## src/rtl/alu_multicycle.sv

```systemverilog
// Execute-stage ALU with valid/ready handshakes and a registered result.
// Multiply is iterative; define ALU_DIV_EN to add the iterative signed divider.
module alu_multicycle #(
  parameter int unsigned XLEN    = 32,
  parameter int unsigned SHAMT_W = 5
) (
  input  logic            clk,
  input  logic            rst,
  input  logic            flush,
  input  logic            in_valid,
  output logic            in_ready,
  input  logic [6:0]      opcode,
  input  logic [2:0]      funct3,
  input  logic [3:0]      alu_mode,
  input  logic [XLEN-1:0] a,
  input  logic [XLEN-1:0] b,
  output logic            out_valid,
  input  logic            out_ready,
  output logic [XLEN-1:0] result,
  output logic            branch_taken,
  output logic            busy
);

  localparam int unsigned CntW = $clog2(XLEN);

  localparam logic [6:0] OpBranch = 7'b1100011;
  localparam logic [3:0] ModeAdd  = 4'b0010;
  localparam logic [3:0] ModeSub  = 4'b0110;
  localparam logic [3:0] ModeAnd  = 4'b0000;
  localparam logic [3:0] ModeOr   = 4'b0001;
  localparam logic [3:0] ModeXor  = 4'b0011;
  localparam logic [3:0] ModeMul  = 4'b0100;
  localparam logic [3:0] ModeSll  = 4'b1000;
  localparam logic [3:0] ModeSrl  = 4'b1100;
  localparam logic [3:0] ModeSra  = 4'b1101;
  localparam logic [3:0] ModeSlt  = 4'b0111;
  localparam logic [3:0] ModeSltu = 4'b1001;
`ifdef ALU_DIV_EN
  localparam logic [3:0] ModeDiv  = 4'b0101;
  localparam logic [3:0] ModeRem  = 4'b1010;

  typedef enum logic [1:0] {StIdle, StMul, StDiv, StDone} state_e;
`else
  typedef enum logic [1:0] {StIdle, StMul, StDone} state_e;
`endif

  state_e            state_q;
  logic [CntW-1:0]   cnt_q;
  logic [XLEN-1:0]   result_q;
  logic              br_q;
  logic [XLEN-1:0]   acc_q;
  logic [XLEN-1:0]   opa_q;
  logic [XLEN-1:0]   opb_q;

  logic [XLEN-1:0]    alu_res;
  logic               br_cond;
  logic [XLEN-1:0]    mul_acc_d;
  logic [SHAMT_W-1:0] shamt;

  assign shamt        = b[SHAMT_W-1:0];
  assign result       = result_q;
  assign branch_taken = br_q;
  assign out_valid    = (state_q == StDone);
  assign in_ready     = !flush && ((state_q == StIdle) || ((state_q == StDone) && out_ready));
`ifdef ALU_DIV_EN
  assign busy         = (state_q == StMul) || (state_q == StDiv);
`else
  assign busy         = (state_q == StMul);
`endif

  always_comb begin
    alu_res = '0;
    case (alu_mode)
      ModeAdd:  alu_res = a + b;
      ModeSub:  alu_res = a - b;
      ModeAnd:  alu_res = a & b;
      ModeOr:   alu_res = a | b;
      ModeXor:  alu_res = a ^ b;
      ModeSll:  alu_res = a << shamt;
      ModeSrl:  alu_res = a >> shamt;
      ModeSra:  alu_res = $unsigned($signed(a) >>> shamt);
      ModeSlt:  alu_res = {{(XLEN-1){1'b0}}, ($signed(a) < $signed(b))};
      ModeSltu: alu_res = {{(XLEN-1){1'b0}}, (a < b)};
      default:  alu_res = '0;
    endcase
  end

  always_comb begin
    br_cond = 1'b0;
    case (funct3)
      3'b000:  br_cond = (a == b);
      3'b001:  br_cond = (a != b);
      3'b100:  br_cond = ($signed(a) < $signed(b));
      3'b101:  br_cond = ($signed(a) >= $signed(b));
      3'b110:  br_cond = (a < b);
      3'b111:  br_cond = (a >= b);
      default: br_cond = 1'b0;
    endcase
  end

  // Shift-add: opa_q is the multiplicand shifted left, opb_q the multiplier shifted right.
  assign mul_acc_d = acc_q + (opb_q[0] ? opa_q : '0);

`ifdef ALU_DIV_EN
  logic [XLEN-1:0] rem_q;
  logic            is_rem_q;
  logic            neg_q;
  logic [XLEN:0]   div_shift;
  logic [XLEN:0]   div_diff;
  logic [XLEN-1:0] div_r_d;
  logic [XLEN-1:0] div_q_d;
  logic [XLEN-1:0] div_raw;
  logic [XLEN-1:0] div_fix;

  // Restoring step: opa_q holds the dividend magnitude shifting into the quotient.
  always_comb begin
    div_shift = {rem_q, opa_q[XLEN-1]};
    div_diff  = div_shift - {1'b0, opb_q};
    if (div_diff[XLEN]) begin
      div_r_d = div_shift[XLEN-1:0];
      div_q_d = {opa_q[XLEN-2:0], 1'b0};
    end else begin
      div_r_d = div_diff[XLEN-1:0];
      div_q_d = {opa_q[XLEN-2:0], 1'b1};
    end
    div_raw = is_rem_q ? div_r_d : div_q_d;
    div_fix = neg_q ? (-div_raw) : div_raw;
  end
`endif

  always_ff @(posedge clk or posedge rst) begin
    if (rst) begin
      state_q  <= StIdle;
      cnt_q    <= '0;
      result_q <= '0;
      br_q     <= 1'b0;
      acc_q    <= '0;
      opa_q    <= '0;
      opb_q    <= '0;
`ifdef ALU_DIV_EN
      rem_q    <= '0;
      is_rem_q <= 1'b0;
      neg_q    <= 1'b0;
`endif
    end else if (flush) begin
      state_q <= StIdle;
      cnt_q   <= '0;
    end else begin
      case (state_q)
        StIdle, StDone: begin
          if ((state_q == StDone) && out_ready) state_q <= StIdle;
          if (in_valid && in_ready) begin
            if (opcode == OpBranch) begin
              result_q <= a - b;
              br_q     <= br_cond;
              state_q  <= StDone;
            end else if (alu_mode == ModeMul) begin
              acc_q   <= '0;
              opa_q   <= a;
              opb_q   <= b;
              cnt_q   <= '0;
              br_q    <= 1'b0;
              state_q <= StMul;
`ifdef ALU_DIV_EN
            end else if ((alu_mode == ModeDiv) || (alu_mode == ModeRem)) begin
              opa_q    <= a[XLEN-1] ? (-a) : a;
              opb_q    <= b[XLEN-1] ? (-b) : b;
              rem_q    <= '0;
              is_rem_q <= (alu_mode == ModeRem);
              // Divide by zero leaves an all-ones quotient, which must not be negated.
              neg_q    <= (alu_mode == ModeRem) ? a[XLEN-1] :
                          ((a[XLEN-1] ^ b[XLEN-1]) && (b != '0));
              cnt_q    <= '0;
              br_q     <= 1'b0;
              state_q  <= StDiv;
`endif
            end else begin
              result_q <= alu_res;
              br_q     <= 1'b0;
              state_q  <= StDone;
            end
          end
        end
        StMul: begin
          acc_q <= mul_acc_d;
          opa_q <= opa_q << 1;
          opb_q <= opb_q >> 1;
          cnt_q <= cnt_q + 1'b1;
          if (cnt_q == CntW'(XLEN - 1)) begin
            result_q <= mul_acc_d;
            cnt_q    <= '0;
            state_q  <= StDone;
          end
        end
`ifdef ALU_DIV_EN
        StDiv: begin
          opa_q <= div_q_d;
          rem_q <= div_r_d;
          cnt_q <= cnt_q + 1'b1;
          if (cnt_q == CntW'(XLEN - 1)) begin
            result_q <= div_fix;
            cnt_q    <= '0;
            state_q  <= StDone;
          end
        end
`endif
        default: state_q <= StIdle;
      endcase
    end
  end

endmodule

```

## config.mk

```make
export PLATFORM = sky130hd
export DESIGN_NAME = alu_multicycle
export DESIGN_NICKNAME = d
export VERILOG_FILES = /design/src/rtl/alu_multicycle.sv
export SDC_FILE = /design/constraint.sdc
export NUM_CORES = 1
export LEC_CHECK = 0
export CAP_MARGIN = 40
export CELL_PAD_IN_SITES_DETAIL_PLACEMENT = 1
export CELL_PAD_IN_SITES_GLOBAL_PLACEMENT = 1
export CORE_MARGIN = 4
export CORE_UTILIZATION = 35
export DETAILED_ROUTE_END_ITERATION = 10
export PLACE_DENSITY_LB_ADDON = 0.1
export SYNTH_ARGS = -nofsm -noshare
export SYNTH_HDL_FRONTEND = slang
export SYNTH_SLANG_ARGS = --single-unit
```

## constraint.sdc

```tcl
create_clock -name clk -period 8.7 [get_ports clk]
set_clock_uncertainty 0.1 [all_clocks]
set_input_delay 1.74 -clock clk [delete_from_list [all_inputs] [get_ports clk]]
set_output_delay 1.74 -clock clk [all_outputs]
set_load 0.01 [all_outputs]
```

==> flow_summary.toml <==
[clock_tree]
cts_buffer_depth = 2
postCtsSetupBuffers = 0
clock_latency_ps = 500
cts-hold-fix-buffers = 0
h-tree-depth = 4
cts_made_buffers = 17
cts-root-buf = "clkbuf_16"
cts_resized = 0
tritoncts = "yes"
numClockSinks = 136
clk_pin_slew_worst_paths_ps = 70

[synthesis]
synthesis.area_um2 = 16600
ys_ff_latch = 136
yosys_most_used_dff = "dfrtp_1"
syn_nets = 2361
synthArstFlopShare_pct = 100
ys_warn_count = 0
synth-seq-area-share_pct = 20.6
synth_cell_type_count = 90
syn_avg_cell_area_um2 = 7.72
synth_cells = 2145
synth-edff-count = 0

[power]
p_leak_nw = 7.97
comb_power_share_pct = 44.3
switching_power_mw = 1.29
p_int_mw = 1.78
swShare_pct = 42.1
vdd_drop_max_uv = 127
pwr-share-seq_pct = 29.0
clkPwrFrac_pct = 26.7
powerDensity_nw_per_um2 = 162

[timing]
maxSlewViolCount = 0
tightest_slew_ps = 1030
finalSetupViolCount = 0
hold_viol = 0
setup_tns_ps = 0
period_minus_slack_ps = 5830
post-route-period-util_pct = 67.0
slew_headroom_pct = 31.3
max_freq_mhz = 172
rsz0062_at_grt = "no"

[setup_path]
crit_chain = "clkdlybuf4s50_1 > inv_1 > ha_1 > inv_1 > fa_1 > nor2b_1 > o221ai_1 > a211oi_2 > o211ai_1 > a21oi_1 > or2_2 > a211oi_1 > o221ai_1 > a21oi_1 > a41oi_1"
r2r_cells = 13
endpoint_kind = "flip-flop"
crit_type = "input port to flip-flop"
r2r-end = "result[20]"
startpoint_type = "input port"
cp_max_fo = 6
crit_buf_inv = 3
required_ps = 8950
cp_top_family = "compound AO/OA/AOI/OAI gates"
critPathArrivalTime_ps = 6080
reg2reg_from = "opb_q[0]"
ff2ff_setup_slack_ps = 4210
slowest_stage = "clkdlybuf4s50_1"
cpPeakStageDelay_ps = 590

[drt]
wl_per_cell_um = 29.0
drt_iter0_drc = 1845
first_pass_iters = 5
vias = 17800
avgViaCountPerCell = 6.36
wl_um = 81400
ant_nets = 0
drc_errors = 0

[grt]
overflow = 0
grt_pass1_wl_um = 121000
grt_use_total_pct = 31.7
grt_pass1_vias = 17900
antenna_found_initial = 3
grt_max_degree = 81

[place]
gp_congestion = 0.989
port-buffer-count = 118
detailed_place_hpwl_um = 62100

[finish]
antenna_cells = 0
utilization_pct = 40.6
drive_gt1_share_pct = 9.55
layout_common_cells = "nand2_1 (282), nor2_1 (270), a21oi_1 (144)"
area_growth_pct = 14.4
final_nets = 2401
layout_commonest_cell = "nand2_1"

[floorplan]
core-area_um2 = 46700
fp.dieW_um = 225
die_area_um2 = 50800
start_util_pct = 35.5
rows = 79
die_y_um = 225
boundaryPins = 119

[hold_path]
hp-class = "flip-flop to flip-flop"
worst_hold_path.num_cells = 2
hold_end = "result[4]"
min_from = "result[4]"

[run_status]
outcome = "finished, final reports clean"

[run]
cap_violations = 0
## layout make-up
type                            instances  area, um^2
Timing Repair Buffer                  172        1630
Sequential cell                       136        3400
Fill cell                            5675       27700
Clock inverter                         15         209
Inverter                              109         415
Tap cell                              607         759
Multi-Input combinational cell       1749       12100
Clock buffer                           17         425
## power by group through the flow
stage | Clock [mW] | Sequential, mW | Combinational (mW)
global placement | 0 | 0.907 | 1.29
floorplan | 0 | 0.874 | 0.833
finish | 0.821 | 0.890 | 1.36
CTS | 0.843 | 0.890 | 1.34
global route | 0.867 | 0.910 | 1.46
detailed placement | 0 | 0.901 | 1.33
## Yosys cell counts, types with 14 or more instances
library cell	number	area, um^2
a211oi_1	33	248
a21o_1	26	195
a21oi_1	145	726
a221oi_1	14	123
a22o_1	17	149
a22oi_1	23	173
a31oi_1	79	494
and2_1	34	213
buf_1	17	63.8
buf_2	18	90.1
clkbuf_1	102	383
dfrtp_1	136	3400
ha_1	130	1630
inv_1	103	387
mux2i_1	28	280
mux4_2	63	1420
nand2_1	282	1060
nand2b_1	23	144
nand3_1	25	125
nor2_1	271	1020
nor2b_1	16	100
nor3_1	38	190
o211ai_1	15	113
o21ai_0	133	666
o21ai_1	24	120
o221ai_1	22	193
o22ai_1	14	87.6
o31ai_1	20	150
xnor2_1	47	412
xor2_1	17	149
## through the flow
step,power [mW],instance area [um^2],setup WS [ps],hold slack [ps],instances
2_1_floorplan,1.71,16600,3220,345,2145
3_3_place_gp,2.20,18200,2400,361,2766
3_5_place_dp,2.23,18300,2490,370,2773
4_1_cts,3.07,18900,3010,386,2805
5_1_grt,3.24,18900,2710,418,2805
6_report,3.07,18900,2870,384,2805
## state kept, by name, indices dropped and copies added, names as in the netlist
signal and cells:
opb_q 32, result 32, opa_q 32, state_q 2
branch_taken 1, acc_q 32, cnt_q 5
## worst max path at each step
stage          startpoint  slack [ps]  depth (start not counted)         end
6_report             a[0]        2870                         15  result[22]
5_1_grt              a[0]        2710                         15  result[22]
4_1_cts              a[0]        3010                         15  result[22]
3_5_place_dp         a[0]        2490                         15  result[22]
3_3_place_gp         a[0]        2400                         15  result[22]
2_1_floorplan         rst        3220                          1    acc_q[0]
## per-layer routing
metal  track usage, %  share of wire [%]
met1             42.1                 42
met2             49.2                 45
met3             6.98                7.7
met4             15.2                5.2
met5                0              0.028
## worst min-delay path: cells and delay by family (launching register included)
kind / cells / cell delay [ps]
AOI/OAI and AO/OA: 1 / 60
DFF: 1 / 350
and+or+nand+nor: 1 / 50
## cells by family (layout without fill, tap and decap cells)
kind of cell | Yosys count | count (layout) | synth area share (%)
AO/OA/AOI/OAI | 677 | 677 | 27.2
XOR/XNOR | 64 | 64 | 3.39
adder cells (fa/ha/maj) | 133 | 133 | 10.2
buffers and inverters | 260 | 313 | 6.59
flip-flops | 136 | 136 | 20.6
multiplexers | 106 | 106 | 11.5
AND/OR/NAND/NOR | 769 | 769 | 20.6
Note: power is estimated with default switching activity, not from simulation.
